## src/rtl/div_arbiter_pkg.sv

```systemverilog
// Shared types and constants for the divider arbiter: FSM state encoding and
// the quotient reported when a requester divides by zero.
package div_arbiter_pkg;

  typedef enum logic [2:0] {
    IDLE,
    ISSUE,
    WAIT,
    RESP,
    REARM
  } state_t;

  localparam int MAX_DATA_WIDTH = 64;
  localparam logic [MAX_DATA_WIDTH-1:0] DBZ_QUOTIENT = '1;

endpackage

```

## src/rtl/div_arbiter_rr_pick.sv

```systemverilog
// Combinational round-robin picker: selects the first asserted request at or
// after the pointer, wrapping around the request vector.
module rr_pick #(
  parameter int NUM_REQ = 4,
  parameter int ID_W    = $clog2(NUM_REQ)
) (
  input  logic [NUM_REQ-1:0] req,
  input  logic [ID_W-1:0]    ptr,
  output logic [ID_W-1:0]    grant,
  output logic               any_valid
);

  int idx;

  // Scan from the farthest offset back to the pointer so the nearest hit wins.
  always_comb begin
    grant     = '0;
    any_valid = 1'b0;
    idx       = 0;
    for (int k = NUM_REQ - 1; k >= 0; k--) begin
      idx = int'(ptr) + k;
      if (idx >= NUM_REQ) idx = idx - NUM_REQ;
      if (req[idx]) begin
        grant     = ID_W'(idx);
        any_valid = 1'b1;
      end
    end
  end

endmodule

```

## src/rtl/div_arbiter.sv

```systemverilog
// Round-robin scheduler sharing one sequential divider core among NUM_REQ
// requesters; re-arms the core through div_rst_n after every job.
module div_arbiter
  import div_arbiter_pkg::*;
#(
  parameter int DATA_WIDTH = 16,
  parameter int NUM_REQ    = 4,
  parameter int ID_W       = $clog2(NUM_REQ)
) (
  input  logic                          clk,
  input  logic                          rst_n,
  input  logic [NUM_REQ-1:0]            req_valid,
  output logic [NUM_REQ-1:0]            req_ready,
  input  logic [NUM_REQ*DATA_WIDTH-1:0] req_dividend,
  input  logic [NUM_REQ*DATA_WIDTH-1:0] req_divisor,
  output logic                          rsp_valid,
  input  logic                          rsp_ready,
  output logic [ID_W-1:0]               rsp_id,
  output logic [DATA_WIDTH-1:0]         rsp_quotient,
  output logic [DATA_WIDTH-1:0]         rsp_remainder,
  output logic                          rsp_dbz,
  output logic                          busy,
  output logic                          div_rst_n,
  output logic                          div_start,
  output logic [DATA_WIDTH-1:0]         div_dividend,
  output logic [DATA_WIDTH-1:0]         div_divisor,
  input  logic [DATA_WIDTH-1:0]         div_quotient,
  input  logic [DATA_WIDTH-1:0]         div_remainder,
  input  logic                          div_done
);

  state_t                state;
  logic [ID_W-1:0]       rr_ptr;
  logic [ID_W-1:0]       grant;
  logic [ID_W-1:0]       next_ptr;
  logic [ID_W-1:0]       id_q;
  logic                  any_valid;
  logic                  used_core;
  logic                  rearm_n;
  logic                  dbz_q;
  logic [DATA_WIDTH-1:0] dividend_q;
  logic [DATA_WIDTH-1:0] divisor_q;
  logic [DATA_WIDTH-1:0] quot_q;
  logic [DATA_WIDTH-1:0] rem_q;
  logic [DATA_WIDTH-1:0] sel_dividend;
  logic [DATA_WIDTH-1:0] sel_divisor;

  rr_pick #(
    .NUM_REQ(NUM_REQ),
    .ID_W   (ID_W)
  ) u_pick (
    .req      (req_valid),
    .ptr      (rr_ptr),
    .grant    (grant),
    .any_valid(any_valid)
  );

  // Accept is combinational so the grant handshake completes in the IDLE cycle.
  always_comb begin
    sel_dividend = '0;
    sel_divisor  = '0;
    req_ready    = '0;
    for (int i = 0; i < NUM_REQ; i++) begin
      if (grant == ID_W'(i)) begin
        sel_dividend = req_dividend[i*DATA_WIDTH +: DATA_WIDTH];
        sel_divisor  = req_divisor[i*DATA_WIDTH +: DATA_WIDTH];
        req_ready[i] = rst_n && (state == IDLE) && any_valid;
      end
    end
  end

  assign next_ptr = (grant == ID_W'(NUM_REQ - 1)) ? '0 : grant + 1'b1;

  always_ff @(posedge clk or negedge rst_n) begin
    if (!rst_n) begin
      state      <= IDLE;
      rr_ptr     <= '0;
      id_q       <= '0;
      used_core  <= 1'b0;
      rearm_n    <= 1'b1;
      dbz_q      <= 1'b0;
      dividend_q <= '0;
      divisor_q  <= '0;
      quot_q     <= '0;
      rem_q      <= '0;
    end else begin
      rearm_n <= 1'b1;
      case (state)
        IDLE: begin
          if (any_valid) begin
            id_q       <= grant;
            rr_ptr     <= next_ptr;
            dividend_q <= sel_dividend;
            divisor_q  <= sel_divisor;
            if (sel_divisor == '0) begin
              quot_q    <= DBZ_QUOTIENT[DATA_WIDTH-1:0];
              rem_q     <= sel_dividend;
              dbz_q     <= 1'b1;
              used_core <= 1'b0;
              state     <= RESP;
            end else begin
              dbz_q     <= 1'b0;
              used_core <= 1'b1;
              state     <= ISSUE;
            end
          end
        end
        ISSUE: state <= WAIT;
        WAIT: begin
          if (div_done) begin
            quot_q <= div_quotient;
            rem_q  <= div_remainder;
            state  <= RESP;
          end
        end
        RESP: begin
          if (rsp_ready) begin
            if (used_core) begin
              rearm_n <= 1'b0;
              state   <= REARM;
            end else begin
              state <= IDLE;
            end
          end
        end
        REARM:   state <= IDLE;
        default: state <= IDLE;
      endcase
    end
  end

  assign busy          = (state != IDLE);
  assign div_start     = (state == ISSUE);
  assign rsp_valid     = (state == RESP);
  assign rsp_id        = id_q;
  assign rsp_quotient  = quot_q;
  assign rsp_remainder = rem_q;
  assign rsp_dbz       = dbz_q;
  assign div_dividend  = dividend_q;
  assign div_divisor   = divisor_q;
  assign div_rst_n     = rst_n & rearm_n;

endmodule

```

## config.mk

```make
export PLATFORM = sky130hd
export DESIGN_NAME = div_arbiter
export DESIGN_NICKNAME = d
export VERILOG_FILES = /design/src/rtl/div_arbiter_pkg.sv /design/src/rtl/div_arbiter_rr_pick.sv /design/src/rtl/div_arbiter.sv
export SDC_FILE = /design/constraint.sdc
export NUM_CORES = 1
export LEC_CHECK = 0
export ABC_AREA = 0
export CORE_MARGIN = 2
export CORE_UTILIZATION = 43
export CTS_CLUSTER_DIAMETER = 150
export DETAILED_ROUTE_END_ITERATION = 6
export PLACE_DENSITY_LB_ADDON = 0.1
export SYNTH_ARGS = -nofsm -noshare
export SYNTH_HDL_FRONTEND = slang
export SYNTH_HIERARCHICAL = 1
export SYNTH_SLANG_ARGS = --single-unit
```

## constraint.sdc

```tcl
create_clock -name clk -period 6.5 [get_ports clk]
set_input_delay 1.3 -clock clk [delete_from_list [all_inputs] [get_ports clk]]
set_output_delay 1.3 -clock clk [all_outputs]
set_load 0.05 [all_outputs]
```

# Word level (Yosys, flattened, before mapping)
# Cells that the tools add are included.
[op_classes] addsub=8 n_lt_le_gt_ge=8 eq_ne=10 muxes=56 bitwise_logic=1 reduce_logical=10
[ops] op="$mux 16" count=14
[ops] op="$lt 32x4->1 const B" count=4
[ops] op="$mux 32" count=4
[ops] op="$ge 32x4->1 const B" count=3
[ops] op="$sub 32x4->32 const B" count=3
[ops] op="$pmux 16 s2" count=2
[ops] op="$mux 1" count=21
[ops] op="$logic_not 16->1" count=1
[ops] op="$mux 2" count=6
[ops] op="$mux 3" count=4
[ops] op="$pmux 3 s4" count=1
[ops] op="$bmux 1 s2" count=4
[ops] op="$add 2x2->3 const B" count=2
[ops] op="$eq 3x2->1 const B" count=2
[ops] op="$eq 2x2->1 const B" count=2
[ops] op="$ne 2x1->1 const B" count=2
[ops] op="$ne 2x2->1 const B" count=2
[ops] op="$reduce_and 4->1" count=1
[ops] op="$sub 2x3->4 const B" count=1
[ops] op="$add 2x1->3 const B" count=1
[ops] op="$eq 3x1->1 const B" count=1
[ops] op="$ge 2x3->1 const B" count=1
[ops] op="$logic_not 3->1" count=1
[ops] op="$reduce_and 3->1" count=1
[ops] op="other kinds (8)" count=9
[totals] ff_bits=74 out_inout_bits=75 wordCells=103

# Longest topological paths before layout
[depth] depth_word=19 ltp_mapped=16

# Hierarchy
# Netlist, hierarchy kept.
[modules_own_cells] mod="div_arbiter" n_inst=1 cells_per_inst=532 area_each_um2=4465.5
[modules_own_cells] mod="rr_pick" n_inst=1 cells_per_inst=13 area_each_um2=77.6

# Least setup slack after synthesis
# Ideal clock, no wire load.
[synth_timing] kind="input-to-output" start="input req_valid[3]" end="output req_ready[1]" arrival_time_ps=3391 required_ps=5200 setup_slack_ps=1809 path_stages=10 cell_sequence="nand2b_1 > a211oi_1 > nor2_1 > inv_1 > ha_1 > buf_2 > buf_1 > clkbuf_1 > buf_2 > and3_1"
[synth_via] elab_chain_len=9 word_cells_on_any_way=23 cone_classes="eq/ne: 1; mux: 21; reduce/logical: 1"
[synth_rtl] element="from (decl)" line="div_arbiter.sv:12" text="input logic [NUM_REQ-1:0] req_valid,"
[synth_rtl] element="$bmux 1 s2" line="div_arbiter_rr_pick.sv:23" text="if (req[idx]) begin"
[synth_rtl] element="$mux 1 (implied by the code) (2 in a row)" line="div_arbiter_rr_pick.sv:23"
[synth_rtl] element="$mux 2 (3 in a row)" line="div_arbiter_rr_pick.sv:23"
[synth_rtl] element="$mux 2 (*)" line="div_arbiter_rr_pick.sv:23"
[synth_rtl] element="named net grant[1]" line="div_arbiter.sv:34" text="logic [ID_W-1:0] grant;"
[synth_rtl] element="$eq 2x1->1 (*)" line="div_arbiter.sv:64" text="if (grant == ID_W'(i)) begin"
[synth_rtl] element="$mux 1 (*)" line="div_arbiter.sv:64"
[synth_rtl] element="to (decl)" line="div_arbiter.sv:13" text="output logic [NUM_REQ-1:0] req_ready,"
# The timed path passes the listed nets; every way through them passes the cells marked *. The select of a mux whose other input is x is not followed.

# Worst setup path after layout
# Same ends and word-level chain as after synthesis.

==> flow_metrics.tcl <==
set metrics [dict create \
    netlist_top_cells_count "nand2_1, dfrtp_1, nor2b_1" \
    overflow 0 \
    synth_nets 717 \
    grt_use_total 0.272 \
    synth_compound_area_frac 0.304 \
    avgRoutedWirePerCell_microns 17.3 \
    avgSynthCellArea_sq_um 8.34 \
    die_w_microns 107 \
    slew_viol_final 0 \
    max_freq_mhz 187 \
    relSlewSlack 0.214 \
    synth_adder_area_share 0.0110 \
    yosysSeqAreaShare 0.408 \
    p_per_area_nw_per_um2 528 \
    drive_above_1_share 0.0408 \
    fin_ws_ns 1.17 \
    syn-instance-count 545 \
    crit_buf_inv 2 \
    synth-simple-area-share 0.206 \
    diodes 0 \
    postRouteAntennaNets 0 \
    worst_path_most_repeated_cell "clkdlybuf4s50_1" \
    die_y_microns 107 \
    io_pins 243 \
    cts_resized 0 \
    postPlaceCellArea_sq_um 6980 \
    post-route-util 0.699 \
    cp-end-kind "primary output" \
    avgViaCountPerCell 5.59 \
    worstSkewPairLatency_ns 0.35 \
    synth.most_common_cell "nand2_1" \
    p_leak_nw 2.93 \
    vias 5006 \
    fp-row-count 37 \
    yosysWarnings 6 \
    totalNegativeSetupSlack_ns 0 \
    ys_ff_latch 74 \
    cpLargestDelayFamily "buffers and inverters" \
    cp-start-kind "input port" \
    cts_buffers 9 \
    grt_pass1_wl_microns 24500 \
    slowest_delay_ns 0.80 \
    initial_utilization 0.442 \
    setup_viol 0 \
    fp.dieArea_sq_um 11400 \
    hpwl_microns 11700 \
    muxShareOfSynthArea 0.00441 \
    worstPathRequired_ns 5.20 \
    post_cts_buffers 0 \
    first_pass_iters 4 \
    synth_xor_area_frac 0 \
    synth_enable_flop_cells 0 \
    yosysUniqueCellTypes 36 \
    rsz0062_at_grt "false" \
    grt_pass1_vias 4980 \
    coreArea_sq_um 10300 \
    route.detailed.drc 0 \
    tightest_slew_ns 1.18 \
    status "finished clean" \
    finalCritPeriodShare 0.821 \
    ir_worst_vdd_mv 0.332 \
    holdBufCountCts 0 \
    cap_violations 0 \
    skew_ns 0.00970 \
    clockRootBuffer "clkbuf_8" \
    grt_max_degree 74 \
    final_nets 929 \
    cp.arrival_ns 4.03 \
    antenna_found_initial 0 \
    critPathMaxFanout 34 \
    hp-class "register to register" \
    clockBufferDepth 2 \
    wl_microns 15500 \
    hold_viol 0 \
    synth_largest_area_cell "dfrtp_1" \
    synth_top_family_by_area "compound AO/OA/AOI/OAI gates" \
    crit_type "input port to primary output" \
    first_iter_violations 310 \
    synth_area_leaders "dfrtp_1, nand2_1, nor2b_1, o22ai_1, o211ai_1" \
    htreeDepth 3 \
    fin_crit_ns 5.33 \
    port_buffers 242 \
    pre_cts_ws_ns 1.20 \
    finalWeightedCongestion 0.841 \
    synth_area_sq_um 4540 \
    postLayoutCellArea_sq_um 7180 \
    async_flop_share 1.00 \
    crit_path_top_delay_cell "clkdlybuf4s50_1" \
    path_cells "clkdlybuf4s50_1 -> mux2i_1 -> a211oi_2 -> ha_2 -> and3_1 -> clkdlybuf4s50_1" \
    synth_flop_cell "dfrtp_1" \
    path_clk_slew_ns 0.07 \
    cts_tree "built" \
    cts_sinks 74 \
    syn2layout_area_growth_pct 58.1 \
    synth_top_area_frac 0.402 \
]
==> sequential cells by signal, summed over array words and instances, names as in the netlist <==
| signal | cells |
|---|---|
| used_core | 1 |
| rearm_n | 1 |
| state | 3 |
| div_dividend | 16 |
| rsp_dbz | 1 |
| rsp_quotient | 16 |
| rsp_remainder | 16 |
| div_divisor | 16 |
| rr_ptr | 2 |
| rsp_id | 2 |
==> final timing paths <==
kind / slack (ns) / endpoint / start / cells after the start
max: 1.17 / req_ready[1] / req_valid[3] / 6
min reg2reg: 0.48 / div_divisor[1]$_DFFE_PN0P_ / div_divisor[1]$_DFFE_PN0P_ / 2
max in group asynchronous: 4.64 / state[2]$_DFFE_PN0P_ / rst_n / 2
min in group asynchronous: 0.87 / div_divisor[13]$_DFFE_PN0P_ / rst_n / 1
min: 0.48 / div_divisor[1]$_DFFE_PN0P_ / div_divisor[1]$_DFFE_PN0P_ / 2
max reg2reg: 2.76 / rsp_remainder[15]$_DFFE_PN0P_ / rr_ptr[1]$_DFFE_PN0P_ / 12
==> power by group <==
group | total, mW | switching (mW) | internal, mW | leakage (nW)
Combinational | 2.55 | 1.63 | 0.914 | 1.93
Sequential | 0.858 | 0.174 | 0.684 | 0.901
Clock | 0.383 | 0.171 | 0.212 | 0.101
==> placed cells by master (no fill, tap or decap), types with 3 or more instances in the layout <==
cell type	instances
and3_1	5
clkbuf_8	9
o31ai_1	18
a21oi_1	17
o211ai_1	32
nor2b_1	48
nor2_1	7
buf_4	8
o21ai_0	25
nand2b_1	3
inv_1	21
o211a_1	16
dfrtp_1	73
o22ai_1	40
o31a_1	16
a221oi_1	16
ha_1	3
clkdlybuf4s50_1	241
o21ai_1	9
nand2_1	124
==> metrics by stage <==
stage | std cells | hold slack, ns | power [mW]
final | 896 | 0.484 | 3.79
after global routing | 896 | 0.518 | 4.04
after CTS | 896 | 0.484 | 3.81
after detailed placement | 882 | 0.465 | 3.42
after global placement | 882 | 0.461 | 3.35
after floorplan | 545 | 0.502 | 2.61
==> cells by family after synthesis <==
kind of cell	after synthesis
flip-flops	74
AO/OA/AOI/OAI	196
AND/OR/NAND/NOR	200
buffers and inverters	69
adder cells (fa/ha/maj)	4
multiplexers	2
==> worst min-delay path, cell delays in order (launching register included) <==
cell and delay (ns):
dfrtp_1 0.34, nand2_1 0.05, o31ai_1 0.06
==> layer usage <==
layer | up-vias | track usage | routed length, microns
met2 | 238 | 0.475 | 7720
met3 | 39 | 0.0827 | 1510
met5 | - | 0 | 0
met1 | 2337 | 0.312 | 5840
li1 | 2392 | - | -
met4 | 0 | 0.105 | 448
==> cell type report <==
type / instances / area (sq um)
Inverter: 21 / 78.8
Timing Repair Buffer: 249 / 2470
Fill cell: 862 / 3100
Clock buffer: 9 / 124
Clock inverter: 5 / 81.3
Multi-Input combinational cell: 402 / 2400
Tap cell: 136 / 170
Sequential cell: 74 / 1850
(Power assumes the default switching activity.)
==> edit 1, RTL diff (same settings) <==
`DATA_WIDTH`: 16 -> 24.
--- a/src/rtl/div_arbiter.sv
+++ b/src/rtl/div_arbiter.sv
@@ -5,3 +5,3 @@
 #(
-  parameter int DATA_WIDTH = 16,
+  parameter int DATA_WIDTH = 24,
   parameter int NUM_REQ    = 4,
Ports: changed (8 resized); port bits go from 243 to 355. No check against the original RTL was run, so the function may have changed too.
==> edit 1 against the unedited design <==
Design area grew 41%. Fmax fell by 4.6%. Wire length grew 50%. Synthesized area grew 36%. Total power rose by 35%. Worst setup slack lost 0.26 ns. Die area grew 34%. Global-route usage rose by 2.3 points. Sequential cell count increased by 32. Count of clock-buffer cells in the layout grew 4. Clock skew about the same. Largest power group unchanged.
==> edit 1: results (changes against the unedited design) <==
The run finished with clean final reports. The wire length reported by the detailed router is 23,300 um (+50%). The average instance area after synthesis is 8.59 sq um (+3.0%), and the instance count after placement with tap cells included is 1,207 (+37%). The weighted congestion reported at the end of routability-driven placement is 0.873 (+3.8%), and the length of the first detailed-routing pass in iterations is 6 (+2). The routed via count divided by cell count was 5.51 (-1.4%).

The share of cells above drive strength 1 works out to 8.05% (+4.0 points). The tools report the largest clock skew in the final design as 0.00982 ns (+0.000121 ns). For the worst ir drop on vdd, the log shows 0.351 mV (+6.0%).

For the distinct cell type count after synthesis, the log shows 44 (+22%). Total cell area at the placement stage: 9800 sq um (+40%). The number of global-route vias before repair was 6,323 (+27%); the static power due to leakage was 4.16 nW (+42%). The type of the most critical hold path was register to register. The run gives 970 (+35%) as the post-synthesis net count. By count the netlist is led by sky130_fd_sc_hd__nand2_1, sky130_fd_sc_hd__dfrtp_1, sky130_fd_sc_hd__a21oi_1, sky130_fd_sc_hd__nor2_1, sky130_fd_sc_hd__o21ai_0. The tree is rooted in a sky130_fd_sc_hd__clkbuf_16. The count of non-filler cells in the finished layout is 1,223 (+36%). The net count of the finished layout was 1,290 (+39%). The first-pass GRT wire length was 34,300 um (+40%).

Violation count after the first detailed-routing iteration: 486 (+57%). The count of port buffers added during placement was 354 (+46%). After synthesis, the cell types taking the most area are sky130_fd_sc_hd__dfrtp_1, sky130_fd_sc_hd__a21oi_1, sky130_fd_sc_hd__nand2_1.

The run gives 29.5% (+2.3 points) as the total track usage. Pin count of the biggest net entering global routing: 56 (-24%). The largest fanout on the critical path works out to 47 (+38%). The data arrival at the endpoint of the critical path is 4.29 ns (+0.26 ns), and the total half-perimeter wirelength after legalization and detailed placement is 17,600 um (+50%). For the share of synthesized area occupied by flip-flops and latches, the log shows 43.0% (+2.3 points).
-- edit 1: metal layers --
| metal | vias up | GRT usage (%) | part of all wire [%] |
|---|---|---|---|
| li1 | 3171 | - | - |
| met1 | 3175 | 35.2 | 38 |
| met2 | 333 | 49.2 | 48 |
| met3 | 56 | 9.66 | 9.9 |
| met4 | 0 | 12.1 | 3.7 |
| met5 | - | 0 | 0 |
-- edit 1: final cells by class --
| cell class | instances | area (sq um) |
|---|---|---|
| Inverter | 10 | 37.5 |
| Clock inverter | 3 | 47.5 |
| Multi-Input combinational cell | 544 | 3240 |
| Fill cell | 1105 | 3840 |
| Clock buffer | 13 | 250 |
| Sequential cell | 106 | 2650 |
| Tap cell | 180 | 225 |
| Timing Repair Buffer | 367 | 3640 |
-- edit 1: report_power, final --
group	internal, mW	switching, mW
combinational	1.26	2.16
sequential	0.965	0.179
clock	0.312	0.245
total	2.54	2.59
-- edit 1: final timing paths --
| check | slack [ns] | to | start | cells after the start |
|---|---|---|---|---|
| max reg2reg | 2.02 | rsp_remainder[0] | rr_ptr[1] | 10 |
| min in group asynchronous | 0.89 | div_divisor[18] | rst_n | 1 |
| max in group asynchronous | 4.61 | used_core | rst_n | 2 |
| min | 0.47 | div_divisor[4] | div_divisor[4] | 2 |
| min reg2reg | 0.47 | div_divisor[4] | div_divisor[4] | 2 |
| max | 0.91 | req_ready[3] | req_valid[3] | 7 |
-- edit 1: kinds of logic after synthesis --
logic type                 count (synthesis)  synth area share (%)
DFF                                      106                  43.0
adders and majority gates                  4                 0.812
buffers and inverters                     68                  4.73
muxes                                     49                  10.1
AOI/OAI and AO/OA                        219                  21.3
and+or+nand+nor                          272                  20.0
==> edit 2, RTL diff (config.mk and constraints unchanged) <==
Without the edit above. Reset style: synchronous (`rst_n`), changed in one clocked block.
--- a/src/rtl/div_arbiter.sv
+++ b/src/rtl/div_arbiter.sv
@@ -73,3 +73,3 @@
 
-  always_ff @(posedge clk or negedge rst_n) begin
+  always_ff @(posedge clk) begin
     if (!rst_n) begin
Check against the original RTL: differs if rst_n is asserted again (counterexample within 4 cycles, from zero or initial values and one cycle with rst_n low); with rst_n held inactive, the same outputs for 4 cycles.
==> edit 2 against the unedited design <==
Via count is 6.1% lower. Sequential cell count did not move. Synthesized area shrank 14%. Worst setup slack got worse by 0.17 ns. Design area fell by 9.5%. Die area is 14% lower. Clock skew shrank 0.0018 ns. Fmax is 3.1% lower. Wire length fell by 3.3%. Synthesized cell count decreased by 5.1%. Core utilization is 4.3 points higher.
Power is not compared: it rests on default switching activity, and its combinational part moved more than twofold at a synthesized area within 25%.
==> edit 2: results (changes against the unedited design) <==
The flow ran to the end, and the final reports show no timing, DRC or antenna violations. The final antenna diode count was 0 (unchanged); the final cycle utilization of the critical path was 84.7% (+2.6 points). The count of non-filler cells in the finished layout was 844 (-5.8%). The worst-case IR drop observed on VDD is 0.173 mV. The run gives 23,700 um (-3.5%) as the first-pass GRT wire length. The number of global-route vias before repair came out at 4,686 (-5.9%). The distinct cell type count after synthesis was 39 (+8.3%); the average wire per cell in the routed design was 17.8 um (+2.7%). The weighted congestion reported at the end of routability-driven placement came out at 0.963 (+14%). For the pin count of the biggest net entering global routing, the log shows 70 (-5.4%).

The tools report the total half-perimeter wirelength after legalization and detailed placement as 11,000 um (-6.4%). The largest fanout on the critical path is 46 (+35%). Yosys attributes the largest share of cell area to sky130_fd_sc_hd__dfxtp_1, sky130_fd_sc_hd__nand2_1, sky130_fd_sc_hd__o221ai_1.

The length of the first detailed-routing pass in iterations was 5 (+1); the count of yosys warnings during synthesis was 6 (unchanged). Clock-pin slew was measured on the worst setup and hold paths at 0.08 ns. Routed via count divided by cell count: 5.57 (-0.26%). The filler cell count is 693 (-20%). The path class of the tightest hold or removal check is register to register. The largest clock skew in the final design is 0.00786 ns (-0.00184 ns), and the count of port buffers added during placement is 242 (unchanged).

The post-synthesis net count was 689 (-3.9%); the largest stage delay on the critical path was 0.82 ns (+0.02 ns). For the quantity of gates resized following cts, the log shows 0 (unchanged). The final count of negative-setup-slack endpoints came out at 0 (unchanged). The maximum level of the CTS H-tree is 3 (unchanged), and the instance count after placement with tap cells included is 828 (-6.1%). The clock network latency to the later pin of the worst-skew pair is 0.33 ns (-0.02 ns). The slew of the pin with the lowest slew margin works out to 1.21 ns (+0.0391 ns). The tools report the data arrival at the endpoint of the critical path as 4.20 ns (+0.17 ns).

Standard cell with the maximum stage delay on the critical path: sky130_fd_sc_hd__clkdlybuf4s50_1. For the slack of the worst reg-to-reg path, the log shows 2.28 ns (-0.48 ns). Root buffer cell: sky130_fd_sc_hd__clkbuf_8. The fraction of synthesis flops using an asynchronous set or reset pin was 0% (-100 points). The number of antenna violations at the first check in global routing is 0 (unchanged), and the share of cells above drive strength 1 is 5.98% (+1.9 points). The logs give 29.8% (+2.5 points) for the total track usage and 903 (-2.8%) for the net count of the finished layout.

The logs give 1.00 ns (-0.202 ns) for the setup slack at placement and 517 (-5.1%) for the number of instances in the synthesized netlist. The run gives 2 (unchanged) as the number of buffers on the longest clock path. The run gives 6280 sq um (-10%) as the total cell area at the placement stage. The violation count after the first detailed-routing iteration is 225 (-27%), and the share of synthesized area occupied by flip-flops and latches is 38.1% (-2.7 points). The tools report the number of buffers inserted during clock tree synthesis as 9 (unchanged). The worst-case hold slack is 0.469 ns (-0.0154 ns). Counting instances in the post-synthesis netlist gives the leading cell types as sky130_fd_sc_hd__nand2_1, sky130_fd_sc_hd__dfxtp_1, sky130_fd_sc_hd__nor2_1, sky130_fd_sc_hd__a21oi_1, sky130_fd_sc_hd__o221ai_1. Broken down by cell family, the worst path's largest delay share belongs to buffers and inverters. The static power due to leakage came out at 2.33 nW. For the number of setup buffers added after CTS, the log shows 0 (unchanged).
[edit 2: changes by cell type after synthesis, sizes merged, moves of 15 or more]
cell	before	now
dfxtp	0	74
dfrtp	73	0
nor2	8	70
nor2b	48	0
o221ai	0	46
a21oi	18	58
o22ai	40	0
nand2	125	94
o211ai	32	1
o31ai	19	0
a221oi	16	0
a31oi	1	17
o31a	16	0
o211a	16	1
[edit 2: routing by layer]
layer,global-route usage (%),up-vias,share of wire [%]
met4,9.91,0,2.2
met1,36.8,2191,41
met3,6.82,25,7.9
li1,-,2270,-
met5,0,-,0
met2,51.3,217,49
[edit 2: power breakdown]
part / leakage, nW / total, mW / switching [mW] / internal, mW
registers: 0.605 / 0.543 / 0.0347 / 0.509
clock network: 0.105 / 0.393 / 0.178 / 0.216
logic: 1.63 / 0.858 / 0.531 / 0.327
[edit 2: path summary, 6_finish.rpt]
path / from / to / cells after the start
min: rsp_id[1] / rsp_id[1] / 2
max reg2reg: rr_ptr[0] / rsp_remainder[0] / 10
min reg2reg: rsp_id[1] / rsp_id[1] / 2
max: req_valid[3] / req_ready[1] / 6
[edit 2: cell families after synthesis]
group	after synthesis	synth area share, %
buffers and inverters	68	8.04
muxes	1	0.257
AOI/OAI and AO/OA	175	31.0
DFF	74	38.1
and+or+nand+nor	195	21.4
adders and majority gates	4	1.29
[edit 2: final cells by class]
| class | count | area (sq um) | area share [%] |
|---|---|---|---|
| timing repair buffer | 250 | 2480 | 38.2 |
| clock buffer | 9 | 124 | 1.91 |
| multi-input combinational | 375 | 2100 | 32.4 |
| clock inverter | 7 | 93.8 | 1.44 |
| sequential | 74 | 1480 | 22.8 |
| inverter | 21 | 78.8 | 1.21 |
| tap | 108 | 135 | 2.08 |
